**src/rtl/double_dabble_pkg.sv**
```systemverilog
// Shared types and elaboration helpers for the iterative binary-to-BCD converter.
package double_dabble_pkg;

   typedef enum logic [1:0] {DD_IDLE, DD_CONVERT, DD_DONE} dd_state_t;

   // Smallest digit count d with 10**d > 2**bits - 1.
   function automatic int unsigned dd_min_digits(int bits);
      longint unsigned max_val;
      longint unsigned pow10;
      int unsigned     digits;
      max_val = (64'(1) << bits) - 64'(1);
      pow10   = 64'(10);
      digits  = 1;
      for (int i = 0; i < 20; i++) begin
         if (pow10 <= max_val) begin
            pow10  = pow10 * 64'(10);
            digits = digits + 1;
         end
      end
      return digits;
   endfunction

endpackage

```
**src/rtl/double_dabble_cell.sv**
```systemverilog
// One BCD digit cell: add 3 when the digit is 5 or more, ahead of the shift.
module double_dabble_cell (
   input  logic [3:0] digit,
   output logic [3:0] digit_adj_c
);

   assign digit_adj_c = (digit >= 4'd5) ? digit + 4'd3 : digit;

endmodule

```
**src/rtl/double_dabble_sequencer.sv**
```systemverilog
// Iterative binary-to-BCD converter: one add-3/shift step per enabled clock on a
// single row of digit cells, with valid/ready handshakes on both sides.
module double_dabble_sequencer
   import double_dabble_pkg::*;
#(
   parameter int unsigned Input_Bit_Width = 8,
   parameter int unsigned Digit_Count     = 3
) (
   input  logic                                   clk,
   input  logic                                   clk_en,
   input  logic                                   sync_rst,
   input  logic [Input_Bit_Width-1:0]             bin_data,
   input  logic                                   bin_valid,
   output logic                                   bin_ready,
   output logic [Digit_Count*4-1:0]               bcd_data,
   output logic [$clog2(Digit_Count+1)-1:0]       bcd_sig_digits,
   output logic                                   bcd_valid,
   input  logic                                   bcd_ready
);

   localparam int unsigned BcdW  = Digit_Count * 4;
   localparam int unsigned WorkW = BcdW + Input_Bit_Width;
   localparam int unsigned CntW  = $clog2(Input_Bit_Width + 1);
   localparam int unsigned SigW  = $clog2(Digit_Count + 1);

   if (Input_Bit_Width < 1 || Input_Bit_Width > 32) begin : g_width_check
      $fatal(1, "double_dabble_sequencer: Input_Bit_Width must be 1..32");
   end
   if (Digit_Count < dd_min_digits(Input_Bit_Width)) begin : g_digit_check
      $fatal(1, "double_dabble_sequencer: Digit_Count too small for Input_Bit_Width");
   end

   dd_state_t                  state_q;
   logic [BcdW-1:0]            bcd_q;
   logic [Input_Bit_Width-1:0] bin_q;
   logic [CntW-1:0]            cnt_q;
   logic                       live_q;
   logic [BcdW-1:0]            bcd_adj_c;
   logic [WorkW-1:0]           work_shift_c;
   logic [SigW-1:0]            sig_c;

   for (genvar d = 0; d < Digit_Count; d++) begin : g_cell
      double_dabble_cell u_cell (
         .digit       (bcd_q[d*4 +: 4]),
         .digit_adj_c (bcd_adj_c[d*4 +: 4])
      );
   end

   assign work_shift_c = {bcd_adj_c, bin_q} << 1;

   // Index of the most significant non-zero digit plus one; a zero result reports 1.
   always_comb begin
      sig_c = SigW'(1);
      for (int d = 0; d < int'(Digit_Count); d++) begin
         if (bcd_q[d*4 +: 4] != 4'd0) sig_c = SigW'(d + 1);
      end
   end

   // live_q keeps bin_ready low while reset is held without a path from sync_rst.
   always_comb begin
      bin_ready = 1'b0;
      case (state_q)
         DD_IDLE: bin_ready = live_q;
         DD_DONE: bin_ready = bcd_ready;
         default: bin_ready = 1'b0;
      endcase
   end

   assign bcd_valid      = (state_q == DD_DONE);
   assign bcd_data       = bcd_q;
   assign bcd_sig_digits = sig_c;

   always_ff @(posedge clk) begin
      if (sync_rst) begin
         state_q <= DD_IDLE;
         bcd_q   <= '0;
         bin_q   <= '0;
         cnt_q   <= '0;
         live_q  <= 1'b0;
      end else begin
         live_q <= 1'b1;
         if (clk_en) begin
            case (state_q)
               DD_IDLE: begin
                  if (bin_valid && bin_ready) begin
                     bcd_q   <= '0;
                     bin_q   <= bin_data;
                     cnt_q   <= '0;
                     state_q <= DD_CONVERT;
                  end
               end
               DD_CONVERT: begin
                  bcd_q <= work_shift_c[WorkW-1 -: BcdW];
                  bin_q <= work_shift_c[Input_Bit_Width-1:0];
                  cnt_q <= cnt_q + CntW'(1);
                  if (cnt_q == CntW'(Input_Bit_Width - 1)) state_q <= DD_DONE;
               end
               DD_DONE: begin
                  if (bcd_ready) begin
                     if (bin_valid) begin
                        bcd_q   <= '0;
                        bin_q   <= bin_data;
                        cnt_q   <= '0;
                        state_q <= DD_CONVERT;
                     end else begin
                        state_q <= DD_IDLE;
                     end
                  end
               end
               default: state_q <= DD_IDLE;
            endcase
         end
      end
   end

endmodule

```
**config.mk**
```make
export PLATFORM = sky130hd
export DESIGN_NAME = double_dabble_sequencer
export DESIGN_NICKNAME = d
export VERILOG_FILES = /design/src/rtl/double_dabble_pkg.sv /design/src/rtl/double_dabble_cell.sv /design/src/rtl/double_dabble_sequencer.sv
export SDC_FILE = /design/constraint.sdc
export NUM_CORES = 1
export LEC_CHECK = 0
export ABC_CLOCK_PERIOD_IN_PS = 1900
export CELL_PAD_IN_SITES_DETAIL_PLACEMENT = 1
export CELL_PAD_IN_SITES_GLOBAL_PLACEMENT = 1
export CORE_UTILIZATION = 38
export CTS_CLUSTER_DIAMETER = 40
export CTS_CLUSTER_SIZE = 30
export DETAILED_ROUTE_END_ITERATION = 8
export GPL_TIMING_DRIVEN = 1
export PLACE_DENSITY = 0.86
export SETUP_SLACK_MARGIN = 0.4
export SYNTH_ARGS = -nofsm -noshare
export SYNTH_HDL_FRONTEND = slang
export SYNTH_SLANG_ARGS = --single-unit
export TNS_END_PERCENT = 20
```
**constraint.sdc**
```tcl
create_clock -name clk -period 1.9 [get_ports clk]
set_input_delay 0.19 -clock clk [delete_from_list [all_inputs] [get_ports clk]]
set_output_delay 0.19 -clock clk [all_outputs]
set_load 0.005 [all_outputs]
```
# Word-level counts from Yosys, hierarchy flattened
# Cells that the tools add are included.
# W data, S select, Z words.
# word_totals
ff_bits	27
output_inout_bits	16
inputBits	13
elab_cells	50
# op_classes
eq_ne	7
reduce_logical	7
n_addsub	4
n_mux	24
n_lt_le_gt_ge	3
# ops
operator	count
$mux W12	3
$pmux W12 S3	1
$mux W8	3
$pmux W8 S3	1
$mux W4	5
$ge A4 B3 Y1 const B	3
$pmux W4 S3	1
$mux W2	5
$add A4 B2 Y4 const B	2
$reduce_bool A4 Y1	2
$ne A2 B2 Y1 const B	3
$pmux W2 S3	1
$reduce_and A5 Y1	1
$add A4 B1 Y4 const B	1
$eq A4 B3 Y1 const B	1
$reduce_and A4 Y1	1
$add A3 B2 Y3 const B	1
$mux W3	1
$reduce_bool A3 Y1	1
$eq A2 B1 Y1 const B	1
$eq A2 B2 Y1 const B	1
$logic_not A2 Y1	1
$mux W1	2
$ne A2 B1 Y1 const B	1
2 further kinds	2

# Depth between registers and ports, before layout
# depth
depth_word	5
mapped_depth	7
depth_no_buf	6

# Cells and area by module
# Synthesis repeated with hierarchy kept, for this count alone.
# unflattened
cells_unflattened	189
hier_area_um2	1665.3
# modules_own_cells
module	cells_each	area_each_um2	instances
double_dabble_sequencer	141	1361.3	1
double_dabble_cell	16	101.3	3

# Worst setup path after synthesis
# Ideal clock, no wire load.
# synth_timing
path_type	reg2reg
from	register cnt_q[0]
to	register state_q[0]
stages_incl_launch_ff	6
n_path_buf	0
synth_period_minus_slack_ps	1407
arrival_time_ps	1279
path_slack_ps	493
path_cell_list	dfxtp_1 ha_1 nand3b_1 a221oi_1 mux2i_1 nor2_1
# synth_between
elab_chain_cells	3
# synth_lines
item	line_no	source
from (decl)	double_dabble_sequencer.sv:36	logic [CntW-1:0] cnt_q;
from (signal assigned)	double_dabble_sequencer.sv:95	cnt_q <= cnt_q + CntW'(1);
$eq A4 B3 Y1	double_dabble_sequencer.sv:96	if (cnt_q == CntW'(Input_Bit_Width - 1)) state_q <= DD_DONE;
$ne A2 B2 Y1 (no line)	n/a	
$reduce_and A4 Y1 (no line)	n/a	
to (signal assigned)	double_dabble_sequencer.sv:96	
to (signal assigned)	double_dabble_sequencer.sv:104	state_q <= DD_CONVERT;
to (signal assigned)	double_dabble_sequencer.sv:106	state_q <= DD_IDLE;
to (decl)	double_dabble_sequencer.sv:33	dd_state_t state_q;
# No other way between the ends.
# A chain may end at the register's enable or synchronous reset.

# Final worst setup path
# layout_timing
from	register state_q[0]
to	register bcd_q[9], in the netlist bcd_data[9]
# layout_between
elab_chain_cells	5
# layout_lines
item	line_no	source
from (signal assigned)	double_dabble_sequencer.sv:75	state_q <= DD_IDLE;
from (signal assigned)	double_dabble_sequencer.sv:89	state_q <= DD_CONVERT;
from (signal assigned)	double_dabble_sequencer.sv:96	
$eq A2 B2 Y1 / $logic_not A2 Y1 (equally long branches)	double_dabble_sequencer.sv:62, double_dabble_sequencer.sv:83	
$pmux W1 S2	double_dabble_sequencer.sv:62	case (state_q)
$logic_and A1 B1 Y1	double_dabble_sequencer.sv:85	if (bin_valid && bin_ready) begin
$ne A2 B2 Y1 (no line)	n/a	
$reduce_and A5 Y1 (no line)	n/a	
to (signal assigned)	double_dabble_sequencer.sv:93	bcd_q <= work_shift_c[WorkW-1 -: BcdW];
to (decl)	double_dabble_sequencer.sv:34	logic [BcdW-1:0] bcd_q;
# Parallel ways exist; a longest one is shown, timed or not.

==> flow_metrics.tcl <==
set metrics [dict create \
    tightest_slew_ns 0.335 \
    p_int_mw 0.819 \
    power_switching_mw 0.312 \
    ys_ff_latch 27 \
    status "complete, no violations" \
    die-area_um2 4330 \
    clk_pin_slew_ns 0.09 \
    antenna_cells 0 \
    finalHoldViolations 0 \
    setup_violations 0 \
    synth_cells 178 \
    pin_count 29 \
    drc 0 \
    holdWs_ns 0.420 \
    ir_worst_vdd_uv 384 \
    syn_area_um2 1550 \
    cts_tree "done" \
    ys_seq_area_share_pct 35.0 \
    drive_above_1_share_pct 25.8 \
    synth_nets 199 \
    grt_pass1_wl_mm 7.09 \
    ant_nets 0 \
    fin_ws_ns 0.376 \
    via_per_inst 5.49 \
    start_kind "register" \
    antenna_found_initial 0 \
    worstPathMaxFanout 10 \
    die_y_um 65.8 \
    grt_max_degree 22 \
    powerDensity_nw_per_um2 554 \
    synth_flop_cell "dfxtp_1" \
    fin_setup_tns_ns 0 \
    drv_cap 0 \
    cp-end-kind "register" \
    comb_power_share_pct 17.5 \
    worst_slew_margin_rel_pct 77.7 \
    clkPwrFrac_pct 29.5 \
    hold_class "in -> reg" \
    clk_latency_ns 0.28 \
    syn_to_final_growth_pct 32.1 \
    numPortBuffers 28 \
    seq_power_share_pct 53.0 \
    synth.avg_cell_area_um2 8.69 \
    dp_hpwl_mm 2.90 \
    worst_ep_arrival_time_ns 1.72 \
    design.core.area_um2 3770 \
    fp-row-count 22 \
    drv_slew 0 \
    grt_pass1_vias 1488 \
    criticalPathCategory "reg -> reg" \
    wl_per_cell_um 16.3 \
    period_needed_ns 1.52 \
    min_period_over_period_pct 80.2 \
    htree_levels 1 \
    cts_made_buffers 3 \
    hold_buffers 0 \
    leakagePower_nw 0.795 \
    gr-total-overflow 0 \
    die_w_um 65.8 \
    yosysUniqueCellTypes 35 \
    fmax_mhz 656 \
    track_usage_pct 21.2 \
    start_util_pct 41.0 \
    drtIter0Drc 45 \
    switching_share_pct 27.6 \
    layout_common_cells "nand2_1 (25), clkdlybuf4s50_1 (23), dfxtp_1 (18)" \
    cts_buffer_depth 2 \
    fin_skew_ns 0.00378 \
    vias 1432 \
    synth_enable_flop_cells 0 \
    cp.required_ns 2.09 \
    finalNetCount 235 \
    cts-root-buf "clkbuf_8" \
    async_flop_share_pct 0 \
    firstDrtPassIters 4 \
    final_common_cell "nand2_1" \
    synth-warning-count 0 \
    cts.sinks 27 \
    routed_wirelength_mm 4.26 \
    place.gp.congestion 0.823 \
    rsz0062_at_grt "true" \
    dpl_worst_slack_ns 0.0755 \
]
[registers in the layout (all words and copies together) (netlist names)]
| signal | cells |
|---|---|
| bin_q | 8 |
| live_q | 1 |
| bcd_data | 12 |
| cnt_q | 4 |
| state_q | 2 |
[per-stage QoR]
step	total power [mW]	std cells	util (%)	instance area, µm²
after detailed placement	0.798	250	49.3	1860
after CTS	1.12	259	52.4	1980
final	1.13	261	54.2	2040
after global placement	0.788	250	49.3	1860
after floorplan	0.739	178	-	1550
after global routing	1.19	261	54.2	2040
[synthesized netlist by cell type (all sizes together) (2+ instances only)]
cell type	n	share of area (%)
buf	8	4.4
dfxtp	27	35
a21oi	17	5.5
and3	3	1.2
nand4	3	1.2
a311oi	7	6.8
nor2b	3	1.2
o21ai	3	0.97
nand3	9	2.9
mux2i	3	1.9
a31o	3	1.7
o2111ai	2	1.1
nand2	25	6.1
a21o	3	1.5
xnor2	5	2.8
o31ai	3	1.5
inv	9	2.2
o32ai	3	3.2
nand2b	4	1.6
ha	8	6.5
nand3b	3	1.5
clkbuf	3	0.73
nor2	15	4.0
[layout make-up]
class                   count  area, µm²
clock inverters             1       5.00
repair buffers             42        389
clock buffers               3       41.3
inverters                   9       33.8
well taps                  48       60.1
flip-flops and latches     27        559
fillers                   444       1730
multi-input cells         131        955
[worst max-delay path, stage by stage, from the launching register on]
cell,delay (ns)
dfxtp_4,0.42
and4b_1,0.24
a22o_4,0.27
buf_2,0.17
buf_4,0.14
o32ai_2,0.19
[cell families after synthesis]
kind of cell | count (synthesis) | synth area share, %
xor gates and xnor gates | 5 | 2.83
adders and majority gates | 8 | 6.47
muxes | 3 | 1.94
buffers and inverters | 20 | 7.36
DFF | 27 | 35.0
and+or+nand+nor | 69 | 21.7
AOI/OAI and AO/OA | 46 | 24.8
[power groups by stage]
stage                     combinational (mW)  clock [mW]  sequential [mW]
after floorplan                        0.133           0            0.606
after global placement                 0.175           0            0.612
after detailed placement               0.183           0            0.615
after CTS                              0.184       0.338            0.599
after global routing                   0.216       0.367            0.604
final                                  0.198       0.333            0.600
[final timing paths]
path                   start           to  slack, ns  depth (start not counted)
hold reg to reg     bin_q[0]     bin_q[0]       0.47                          2
hold / removal     bin_valid   state_q[0]       0.42                          5
setup / recovery  state_q[0]  bcd_data[9]       0.38                          5
setup reg to reg  state_q[0]  bcd_data[9]       0.38                          5
[per-layer routing]
metal	track usage [%]	routed length [µm]	share of wire (%)	vias to the layer above
met4	4.08	50	1.2	0
met1	24.3	1810	43	692
met2	40.6	2270	53	29
li1	-	-	-	705
met5	0	0	0	-
met3	3.62	129	3.0	6
[what timing repair did]
action / CTS / global route
pin swaps: 1 / 2
endpoints found under the hold margin: 0 / 0
resized for setup: 17 / 18
gates cloned: 0 / 1
endpoints found under the setup margin: 25 / 35
buffers inserted: 5 / 1
Power figures use the tool's default switching activity.
